<file path="config.mk">
export PLATFORM = sky130hd
export DESIGN_NAME = mem_bus_arbiter
export DESIGN_NICKNAME = d
export VERILOG_FILES = /design/src/rtl/mem_bus_arbiter.sv
export SDC_FILE = /design/constraint.sdc
export NUM_CORES = 1
export LEC_CHECK = 0
export ABC_CLOCK_PERIOD_IN_PS = 6600
export CORE_UTILIZATION = 41
export CTS_CLUSTER_SIZE = 30
export DETAILED_ROUTE_END_ITERATION = 6
export PLACE_DENSITY = 0.81
export SLEW_MARGIN = 15
export SYNTH_ARGS = -nofsm -noshare
export SYNTH_HDL_FRONTEND = slang
export SYNTH_SLANG_ARGS = --single-unit
</file>
<file path="constraint.sdc">
create_clock -name clk -period 6.6 [get_ports clk]
set_clock_uncertainty 0.2 [all_clocks]
set_input_delay 1.98 -clock clk [delete_from_list [all_inputs] [get_ports clk]]
set_output_delay 1.98 -clock clk [all_outputs]
set_load 0.05 [all_outputs]
</file>
<file path="src/rtl/mem_bus_arbiter.sv">
// Single-owner arbiter for the external memory bus shared by instruction fetch and the
// data-memory stage. One transaction at a time, with MEM-first priority bounded by a streak limit.
module mem_bus_arbiter #(
    parameter int ADDR_W         = 32,
    parameter int DATA_W         = 32,
    parameter int MEM_STREAK_MAX = 4
) (
    input  logic                clk,
    input  logic                rst,
    // instruction fetch side
    input  logic                if_req,
    input  logic [ADDR_W-1:0]   if_addr,
    output logic [DATA_W-1:0]   if_rdata,
    output logic                if_ready,
    // data memory side
    input  logic                mem_req,
    input  logic                mem_we,
    input  logic [ADDR_W-1:0]   mem_addr,
    input  logic [DATA_W-1:0]   mem_wdata,
    input  logic [DATA_W/8-1:0] mem_be,
    output logic [DATA_W-1:0]   mem_rdata,
    output logic                mem_ready,
    // pipeline control
    input  logic                flash_from_execute,
    // external bus
    output logic                bus_req,
    output logic                bus_we,
    output logic [ADDR_W-1:0]   bus_addr,
    output logic [DATA_W-1:0]   bus_wdata,
    output logic [DATA_W/8-1:0] bus_be,
    input  logic [DATA_W-1:0]   bus_rdata,
    input  logic                bus_ack,
    // stall indications
    output logic                stall_from_fetch,
    output logic                stall_from_memory
);

    localparam int BE_W     = DATA_W / 8;
    localparam int STREAK_W = 4;
    localparam logic [STREAK_W-1:0] STREAK_LIMIT = STREAK_W'(MEM_STREAK_MAX);

    typedef enum logic [1:0] {
        IDLE     = 2'd0,
        IF_BUSY  = 2'd1,
        MEM_BUSY = 2'd2
    } state_t;

    state_t                state_q, state_d;
    logic                  bus_req_q, bus_req_d;
    logic                  bus_we_q, bus_we_d;
    logic [ADDR_W-1:0]     bus_addr_q, bus_addr_d;
    logic [DATA_W-1:0]     bus_wdata_q, bus_wdata_d;
    logic [BE_W-1:0]       bus_be_q, bus_be_d;
    logic [DATA_W-1:0]     if_rdata_q, if_rdata_d;
    logic                  if_ready_q, if_ready_d;
    logic [DATA_W-1:0]     mem_rdata_q, mem_rdata_d;
    logic                  mem_ready_q, mem_ready_d;
    logic [STREAK_W-1:0]   streak_q, streak_d;
    logic                  drop_q, drop_d;

    logic                  idle_free;
    logic                  if_starved;
    logic                  grant_mem;
    logic                  grant_if;
    logic                  ack_seen;
    logic                  fetch_drop;

    // A ready cycle is IDLE but still shows the finished request, so no grant is made in it.
    assign idle_free  = (state_q == IDLE) && !if_ready_q && !mem_ready_q;
    assign if_starved = if_req && (streak_q == STREAK_LIMIT);
    assign grant_mem  = idle_free && mem_req && !if_starved;
    assign grant_if   = idle_free && !grant_mem && if_req && !flash_from_execute;
    assign ack_seen   = bus_req_q && bus_ack;
    assign fetch_drop = drop_q || flash_from_execute;

    always_comb begin
        state_d     = state_q;
        bus_req_d   = bus_req_q;
        bus_we_d    = bus_we_q;
        bus_addr_d  = bus_addr_q;
        bus_wdata_d = bus_wdata_q;
        bus_be_d    = bus_be_q;
        if_rdata_d  = if_rdata_q;
        if_ready_d  = 1'b0;
        mem_rdata_d = mem_rdata_q;
        mem_ready_d = 1'b0;
        streak_d    = streak_q;
        drop_d      = drop_q;

        case (state_q)
            IDLE: begin
                if (grant_mem) begin
                    state_d     = MEM_BUSY;
                    bus_req_d   = 1'b1;
                    bus_we_d    = mem_we;
                    bus_addr_d  = mem_addr;
                    bus_wdata_d = mem_wdata;
                    bus_be_d    = mem_be;
                    if (if_req) begin
                        streak_d = (streak_q == STREAK_LIMIT) ? streak_q : streak_q + 1'b1;
                    end else begin
                        streak_d = '0;
                    end
                end else if (grant_if) begin
                    state_d     = IF_BUSY;
                    bus_req_d   = 1'b1;
                    bus_we_d    = 1'b0;
                    bus_addr_d  = if_addr;
                    bus_wdata_d = '0;
                    bus_be_d    = {BE_W{1'b1}};
                    streak_d    = '0;
                    drop_d      = 1'b0;
                end
            end

            IF_BUSY: begin
                if (ack_seen) begin
                    state_d   = IDLE;
                    bus_req_d = 1'b0;
                    drop_d    = 1'b0;
                    // A flushed fetch still finishes on the bus but is never delivered.
                    if (!fetch_drop) begin
                        if_rdata_d = bus_rdata;
                        if_ready_d = 1'b1;
                    end
                end else if (flash_from_execute) begin
                    drop_d = 1'b1;
                end
            end

            MEM_BUSY: begin
                if (ack_seen) begin
                    state_d     = IDLE;
                    bus_req_d   = 1'b0;
                    mem_rdata_d = bus_rdata;
                    mem_ready_d = 1'b1;
                end
            end

            default: begin
                state_d   = IDLE;
                bus_req_d = 1'b0;
                drop_d    = 1'b0;
            end
        endcase
    end

    always_ff @(posedge clk or posedge rst) begin
        if (rst) begin
            state_q     <= IDLE;
            bus_req_q   <= 1'b0;
            bus_we_q    <= 1'b0;
            bus_addr_q  <= '0;
            bus_wdata_q <= '0;
            bus_be_q    <= '0;
            if_rdata_q  <= '0;
            if_ready_q  <= 1'b0;
            mem_rdata_q <= '0;
            mem_ready_q <= 1'b0;
            streak_q    <= '0;
            drop_q      <= 1'b0;
        end else begin
            state_q     <= state_d;
            bus_req_q   <= bus_req_d;
            bus_we_q    <= bus_we_d;
            bus_addr_q  <= bus_addr_d;
            bus_wdata_q <= bus_wdata_d;
            bus_be_q    <= bus_be_d;
            if_rdata_q  <= if_rdata_d;
            if_ready_q  <= if_ready_d;
            mem_rdata_q <= mem_rdata_d;
            mem_ready_q <= mem_ready_d;
            streak_q    <= streak_d;
            drop_q      <= drop_d;
        end
    end

    assign bus_req   = bus_req_q;
    assign bus_we    = bus_we_q;
    assign bus_addr  = bus_addr_q;
    assign bus_wdata = bus_wdata_q;
    assign bus_be    = bus_be_q;
    assign if_rdata  = if_rdata_q;
    assign if_ready  = if_ready_q;
    assign mem_rdata = mem_rdata_q;
    assign mem_ready = mem_ready_q;

    assign stall_from_fetch  = if_req && !if_ready_q;
    assign stall_from_memory = mem_req && !mem_ready_q;

`ifndef SYNTHESIS
    // Owners must hold their request for the whole transaction; a flushed fetch is exempt.
    a_mem_req_held: assert property (@(posedge clk) disable iff (rst)
        (state_q == MEM_BUSY) |-> mem_req);
    a_if_req_held: assert property (@(posedge clk) disable iff (rst)
        (state_q == IF_BUSY && !drop_q && !flash_from_execute) |-> if_req);
`endif

endmodule

</file>
# Word level (Yosys, flattened, before mapping)
# Cells that the tools add are included.
# op_classes
mux,29
n_eq_ne,9
n_addsub,1
n_bitwise,2
n_reduce_logical,26
# ops
cell,count
32-bit two-way mux,4
4-bit two-way mux,6
1-bit two-way mux,13
1-bit logical AND,11
"3-bit inequality test, second input constant",3
2-bit two-way mux,3
2-bit AND reduction,3
3-bit AND reduction,2
1-bit zero test,5
"4-bit by 1-bit adder with 4-bit output, second input constant",1
"4-bit by 3-bit equality test with 1-bit output, second input constant",1
"2-bit inequality test, second input constant",2
2-bit one-hot mux with 2 select lines,1
4-bit AND reduction,1
1-bit one-hot mux with 3 select lines,1
"2-bit by 1-bit equality test with 1-bit output, second input constant",1
"2-bit equality test, second input constant",1
2-bit zero test,1
"2-bit by 1-bit inequality test with 1-bit output, second input constant",1
1-bit inverter,2
1-bit one-hot mux with 2 select lines,1
2-bit nonzero test,1
2-bit OR reduction,1
1-bit logical OR,1
# totals
in_bits,139
wordCells,79
register_bits,143
out_inout_bits,138

# Depth between registers and ports, before layout
# Gate-level depths: netlist (run 1).
# depth
word_depth,12
depth_mapped,9
mapped_depth_nobuf,6

# Least setup slack after synthesis (run 1)
# Ideal clock, no wire load.
# synth_timing
kind,in2out
from,in if_req
to,out stall_from_fetch
path_slack_ps,1733
arrival_time_ps,2687
path_buffers,0
stages,1
t_required_ps,4420
path_cell_list,nor2b_1
# synth_via
elab_chain_cells,1
# synth_lines
item,line,source
from (decl),11,"input logic if_req,"
1-bit logical AND,188,assign stall_from_fetch = if_req && !if_ready_q;
to (decl),34,"output logic stall_from_fetch,"
# No other way between the ends.

# Final worst setup path (run 1)
# Ends and elaborated chain as after synthesis.

==> summary.md, run 1 <==
| Metric | Value |
|---|---|
| Post-synthesis to final-layout area growth | `60.39%` |
| Gr ovfl total | `0` |
| Final Hold Vio Count | `0` |
| Num CTS Buffers | `17` |
| Fin crit share | `0.8738` |
| Layout cells sized above 1 | `0.1404` |
| Synth warn | `0` |
| Syn nets | `565` |
| R2R setup slack | `3.90 ns` |
| Clock-pin slew on the worst setup and hold paths | `0.05 ns` |
| Hold Path Depth | `1` |
| Via count | `4455` |
| Max-cap viol count | `0` |
| FF+latch count, synth | `143` |
| Fin nets | `838` |
| Syn_area_per_cell | `13.74 µm²` |
| Slew Viols, Final | `0` |
| Initial antenna violation count | `0` |
| Sequential area share after synthesis | `0.6186` |
| Setup CP Type | `input pin to output port` |
| # rows | `43` |
| Hold/Removal Path Class | `flop to flop` |
| RSZ-0062 raised after global routing | `no` |
| Hold Path End | `bus_be[3]` |
| # Post-CTS Setup Buffers | `0` |
| IO Pins | `277` |
| Gates resized, CTS repair | `0` |
| DR pass1 iterations | `4` |
| GP Congestion | `0.7743` |
| CP Max Fanout | `8` |
| Vias in the first global route | `4684` |
| Core ar. | `0.01383 mm²` |
| Placed Area | `0.008641 mm²` |
| Initial Util | `0.4183` |
| FF-to-FF End | `bus_wdata[1]` |
| Fmax | `0.1734 GHz` |
| Worst rel slew slack | `0.3279` |
| Dpl ws | `0.8559 ns` |
| R2R cell count | `5` |
| Hold Buf Count CTS | `0` |
| Die area | `0.01459 mm²` |
| WL/cell | `17.15 µm` |
| Finished Cell Area | `0.009278 mm²` |
| Status | `finished, final reports clean` |
| IO buf count | `276` |
| Util after Layout | `0.6710` |
| CTS root buf | `clkbuf_16` |
| Clock Path Buffers | `2` |
| Setup ws final | `0.8330 ns` |
| Peak VDD IR | `0.3417 mV` |
| H-tree levels | `4` |
| Nature of the critical path startpoint | `input pin` |
| Gate Count Post-Synth | `421` |
| Initial drt markers | `161` |
| Post-route ant nets | `0` |
| Fin cells | `885` |
| Die height | `120.8 µm` |
| Setup_tns | `0 ns` |
| Slew at the pin closest to its max-slew limit | `1.008 ns` |
| HPWL after DPL | `10750 µm` |
| Vias per cell | `5.034` |
| Routed WL | `15180 µm` |
| CP required | `4.42 ns` |
| Post-layout min period | `5.767 ns` |
| Critical path endpoint category | `output port` |
| TritonCTS clock tree | `yes` |
| Setup Viol. Count Final | `0` |
| Residual DRC | `0` |
| Static Leak | `4.165 nW` |
| Worst skew pair latency | `0.40 ns` |
| GRT Util Overall | `0.2090` |
| Pwr dens | `599.4 mW/mm²` |
| Cell variety after synth | `30` |
| Placed Cells | `855` |
| Number of diodes | `0` |
| Post-Syn Area | `0.005784 mm²` |
| RR Startpoint | `state_q[1]` |
| Sink Count | `143` |
| First-pass GRT wire length | `23370 µm` |
| Worst EP arrival | `3.59 ns` |
| Largest net degree at the start of global routing | `101` |
| Hold Path Origin | `bus_be[3]` |
| Chip Width | `120.8 µm` |
per-layer routing:
| metal | routed length, µm | GRT usage |
|---|---|---|
| met3 | 1043 | 0.06274 |
| met1 | 5960 | 0.2380 |
| met5 | 0 | 0 |
| met2 | 7652 | 0.3552 |
| met4 | 520 | 0.1057 |
cell families (layout without fill, tap and decap cells):
kind of cell    Yosys count  count (layout)  share of synthesized area
compound gates           83              83                    0.09950
simple gates             59              59                    0.05430
buf+inv                  33             317                    0.03331
fa+ha+maj                 5               5                    0.01082
flops                   143             143                     0.6186
mux                      98              98                     0.1834
synth_stat cells:
| library cell | count | area share |
|---|---|---|
| inv_1 | 9 | 0.0058 |
| nor2b_1 | 2 | 0.0022 |
| o21ai_0 | 4 | 0.0035 |
| buf_4 | 3 | 0.0039 |
| and4b_1 | 1 | 0.0017 |
| and4bb_4 | 1 | 0.0028 |
| and2_1 | 2 | 0.0022 |
| buf_6 | 6 | 0.012 |
| mux2_1 | 1 | 0.0019 |
| a21oi_1 | 4 | 0.0035 |
| nand3_1 | 4 | 0.0035 |
| nor4b_4 | 2 | 0.0082 |
| or4_1 | 1 | 0.0013 |
| a22oi_4 | 1 | 0.0037 |
| clkbuf_1 | 5 | 0.0032 |
| o22a_1 | 4 | 0.0061 |
| ha_1 | 5 | 0.011 |
| mux2_2 | 63 | 0.12 |
| mux2i_1 | 34 | 0.059 |
| dfrtp_1 | 143 | 0.62 |
| a21o_1 | 1 | 0.0013 |
| a31oi_1 | 2 | 0.0022 |
| nand2_4 | 1 | 0.0019 |
| buf_2 | 10 | 0.0087 |
| nor2_1 | 2 | 0.0013 |
| nand2_1 | 41 | 0.027 |
| nand4b_1 | 1 | 0.0015 |
| nand2b_1 | 1 | 0.0011 |
| o21ai_1 | 34 | 0.029 |
| a22o_1 | 33 | 0.050 |
cell type report:
type                            instances  area (µm²)
Tap cell                              180       225.2
Sequential cell                       143        3578
Fill cell                             963        4549
Multi-Input combinational cell        245        2021
Clock buffer                           24       481.7
Inverter                                9       38.79
Clock inverter                          6       155.1
Timing Repair Buffer                  278        2778
where the power goes:
| group | total [mW] | internal [mW] | switching [mW] |
|---|---|---|---|
| registers | 1.50 | 1.28 | 0.226 |
| clock network | 1.03 | 0.697 | 0.335 |
| logic | 3.03 | 1.08 | 1.95 |
cells in the final DEF (no fill, tap or decap), drive strengths merged:
cell type,synthesis,final
clkdlybuf4s50,0,276
dfrtp,143,143
mux2,64,64
nand2,42,42
o21ai,38,38
mux2i,34,34
a22o,33,33
clkbuf,5,24
inv,9,9
ha,5,5
bufinv,0,5
a21oi,4,4
o22a,4,4
nand3,4,4
nor4b,2,2
nor2,2,2
nor2b,2,2
a31oi,2,2
buf,19,2
and2,2,2
nand4b,1,1
and4bb,1,1
a22oi,1,1
and4b,1,1
nand2b,1,1
or4,1,1
a21o,1,1
clkinv,0,1
how the worst max path moves through the flow:
stage	from	to	slack (ns)	cells after the start
floorplan	rst	bus_addr[0]	0.58	1
global placement	if_req	stall_from_fetch	0.84	3
detailed placement	if_req	stall_from_fetch	0.86	3
CTS	if_req	stall_from_fetch	0.83	3
global route	if_req	stall_from_fetch	0.77	3
finish	if_req	stall_from_fetch	0.83	3
metrics by stage:
stage	hold WS (ns)	power [mW]
2_1_floorplan	0.2896	3.498
3_3_place_gp	0.2700	4.471
3_5_place_dp	0.2763	4.549
4_1_cts	0.2882	5.606
5_1_grt	0.3011	5.795
6_report	0.2877	5.561
critical path, stage by stage:
cell	delay, ns
clkdlybuf4s50_1	0.62
nor2b_1	0.17
clkdlybuf4s50_1	0.81
registers in the layout, summed over array words and instances, names as in the netlist:
register	count
bus_we	1
if_ready	1
bus_wdata	32
bus_addr	32
if_rdata	32
streak_q	4
drop_q	1
bus_be	4
state_q	2
mem_ready	1
bus_req	1
mem_rdata	32
No activity file was read; power rests on OpenSTA's default activity.
==> run 2: changes to the inputs <==
==> constraint.sdc (replaced) <==
create_clock -name clk -period 6.6 [get_ports clk]
set_clock_uncertainty 0.2 [all_clocks]
set_input_delay 1.65 -clock clk [delete_from_list [all_inputs] [get_ports clk]]
set_output_delay 1.65 -clock clk [all_outputs]
set_load 0.05 [all_outputs]
==> run 2 against run 1 <==
Effect of this change:
- sequential share of layout area increased by 0.13 points
- sequential power barely moved
- largest power group unchanged
- critical path depth unchanged
- critical endpoint unchanged
- final cell count is 0.23% higher
- clock-buffer cell count down 6
- core utilization is 0.23 points lower
- non-clock buffer count did not move
- hold slack improved by 0.0078 ns
- die area is the same
- maximum frequency rose by 12%
- wire length fell by 0.56%
==> summary.md, run 2 (synthesis gave the netlist of run 1 again) <==
| Metric | Value |
|---|---|
| Clock-pin slew on the worst setup and hold paths | `0.06 ns (was 0.05 ns)` |
| HPWL after DPL | `10630 µm (was 10750 µm)` |
| Placed Cells | `855 (unchanged)` |
| Fin nets | `838 (unchanged)` |
| Setup CP Type | `input pin to output port (unchanged)` |
| First-pass GRT wire length | `23470 µm (was 23370 µm)` |
| TritonCTS clock tree | `yes (unchanged)` |
| Gates resized, CTS repair | `0 (unchanged)` |
| Nature of the critical path startpoint | `input pin (unchanged)` |
| Vias per cell | `4.984 (was 5.034)` |
| Post-synthesis to final-layout area growth | `59.85% (was 60.39%)` |
| Initial antenna violation count | `0 (unchanged)` |
| Switching share of total power | `0.4615 (was 0.4517)` |
| Switching power | `2.533 mW (was 2.512 mW)` |
| Top delay family on crit path | `buffers and inverters (unchanged)` |
| Largest net degree at the start of global routing | `101 (unchanged)` |
| Routed WL | `15090 µm (was 15180 µm)` |
| Setup_tns | `0 ns (unchanged)` |
| CP peak stage delay | `0.82 ns (was 0.81 ns)` |
| R2R cell count | `5 (unchanged)` |
| Total power | `5.488 mW (was 5.561 mW)` |
| Post-layout min period | `5.139 ns (was 5.767 ns)` |
| Pwr dens | `593.5 mW/mm² (was 599.4 mW/mm²)` |
| DR pass1 iterations | `4 (unchanged)` |
| IO buf count | `276 (unchanged)` |
| Num CTS Buffers | `17 (unchanged)` |
| Final Hold Vio Count | `0 (unchanged)` |
| Fin crit share | `0.7786 (was 0.8738)` |
| GRT Util Overall | `0.2121 (was 0.2090)` |
| Via count | `4421 (was 4455)` |
| Crit path from | `if_req (unchanged)` |
| R2R setup slack | `3.86 ns (was 3.90 ns)` |
| Comb power frac | `0.550 (was 0.544)` |
| Layout cells sized above 1 | `0.1485 (was 0.1404)` |
| Dpl ws | `1.462 ns (was 0.8559 ns)` |
| RSZ-0062 raised after global routing | `no (unchanged)` |
| Hold Buf Count CTS | `0 (unchanged)` |
| Fmax | `0.1946 GHz (was 0.1734 GHz)` |
| Status | `finished, final reports clean (unchanged)` |
| Chip Width | `120.8 µm (unchanged)` |
| Pint | `2.955 mW (was 3.049 mW)` |
| Worst-path cell chain | `clkdlybuf4s50_1 > nor2b_1 > clkdlybuf4s50_1 (unchanged)` |
| Sink Count | `143 (unchanged)` |
| Hold/Removal Path Class | `flop to flop (unchanged)` |
| Residual DRC | `0 (unchanged)` |
| H-tree levels | `4 (unchanged)` |
| Worst rel slew slack | `0.3304 (was 0.3279)` |
| Core ar. | `0.01383 mm² (unchanged)` |
| Crit path depth | `3 (unchanged)` |
| Number of diodes | `0 (unchanged)` |
| # Post-CTS Setup Buffers | `0 (unchanged)` |
| WL/cell | `17.01 µm (was 17.15 µm)` |
| Register share of total power | `0.274 (was 0.270)` |
| Worst skew pair latency | `0.41 ns (was 0.40 ns)` |
| Die area | `0.01459 mm² (unchanged)` |
| Slew at the pin closest to its max-slew limit | `1.004 ns (was 1.008 ns)` |
| Die height | `120.8 µm (unchanged)` |
| Initial Util | `0.4183 (unchanged)` |
| Peak VDD IR | `0.3575 mV (was 0.3417 mV)` |
| GP Congestion | `0.7656 (was 0.7743)` |
| Critical path endpoint category | `output port (unchanged)` |
| Setup Viol. Count Final | `0 (unchanged)` |
| Static Leak | `4.154 nW (was 4.165 nW)` |
| Max-cap viol count | `0 (unchanged)` |
| Clock Path Buffers | `2 (unchanged)` |
| Slew Viols, Final | `0 (unchanged)` |
| # rows | `43 (unchanged)` |
| Most frequent cells in the layout | `276 x clkdlybuf4s50_1, 143 x dfrtp_1, 63 x mux2_2, 41 x nand2_1 (unchanged)` |
| Worst EP arrival | `3.29 ns (was 3.59 ns)` |
| Post-route ant nets | `0 (unchanged)` |
| WP buf/inv | `2 (unchanged)` |
| Initial drt markers | `170 (was 161)` |
| Most common library cell in the layout ignoring fill and taps | `clkdlybuf4s50_1 (unchanged)` |
| Critical-path top delay cell | `clkdlybuf4s50_1 (unchanged)` |
| Most frequent CP cell | `clkdlybuf4s50_1 (unchanged)` |
| Worst setup path end | `stall_from_fetch (unchanged)` |
| Setup ws final | `1.461 ns (was 0.8330 ns)` |
| Gr ovfl total | `0 (unchanged)` |
| Fin cells | `887 (was 885)` |
| Clock Power Share | `0.176 (was 0.186)` |
| RR Startpoint | `state_q[1] (unchanged)` |
| FF-to-FF End | `bus_addr[17] (was bus_wdata[1])` |
| CP required | `4.75 ns (was 4.42 ns)` |
| IO Pins | `277 (unchanged)` |
| CTS root buf | `clkbuf_16 (unchanged)` |
| Vias in the first global route | `4691 (was 4684)` |
| CP Max Fanout | `8 (unchanged)` |
-- run 2: cell types whose count changed in the layout (fill, tap and decap cells not counted), sizes merged --
cell,before,now
bufinv,5,3
inv,9,10
clkinvlp,0,1
clkinv,1,9
clkbuf,24,18
-- run 2: layout make-up --
| cell class | instances | area, µm² |
|---|---|---|
| clock buffer | 18 | 439.2 |
| clock inverter | 14 | 166.4 |
| fill | 993 | 4581 |
| inverter | 9 | 38.79 |
| multi-input combinational | 245 | 2021 |
| sequential | 143 | 3578 |
| tap | 180 | 225.2 |
| timing repair buffer | 278 | 2778 |
-- run 2: per-stage QoR --
step                      cell area, µm²  hold WS (ns)    util
final                               9246        0.2955  0.6687
after global routing                9246        0.3084  0.6687
after CTS                           9246        0.2983  0.6687
after detailed placement            8641        0.2850  0.6249
after global placement              8641        0.2698  0.6249
after floorplan                     5784        0.2896       -
-- run 2: worst min path at each step --
stage                  startpoint       endpoint  slack, ns  cells after the start
global route         bus_wdata[9]   bus_wdata[9]       0.31                      1
finish                  bus_be[2]      bus_be[2]       0.30                      1
detailed placement  bus_wdata[17]  bus_wdata[17]       0.29                      1
CTS                     bus_be[1]      bus_be[1]       0.30                      1
floorplan             streak_q[0]    streak_q[0]       0.29                      1
global placement        bus_be[2]      bus_be[2]       0.27                      1
-- run 2: power groups by stage --
stage	logic [mW]	registers (mW)	clock network, mW
detailed placement	3.03	1.51	0
global placement	2.98	1.49	0
global route	3.15	1.55	1.03
finish	3.02	1.50	0.968
CTS	3.04	1.51	0.993
floorplan	0.669	2.83	0
-- run 2: per-layer routing --
metal | track usage | wire, µm
met2 | 0.3642 | 7673
met1 | 0.2329 | 5890
met4 | 0.1011 | 375
met5 | 0 | 0
met3 | 0.07594 | 1151
-- run 2: worst reg2reg max path, cell delays in order (launching register included) --
cell and delay, ns:
dfrtp_1 0.39, inv_1 0.10, ha_1 0.41, and4bb_4 0.37, and2_4 0.81, o21ai_0 0.29
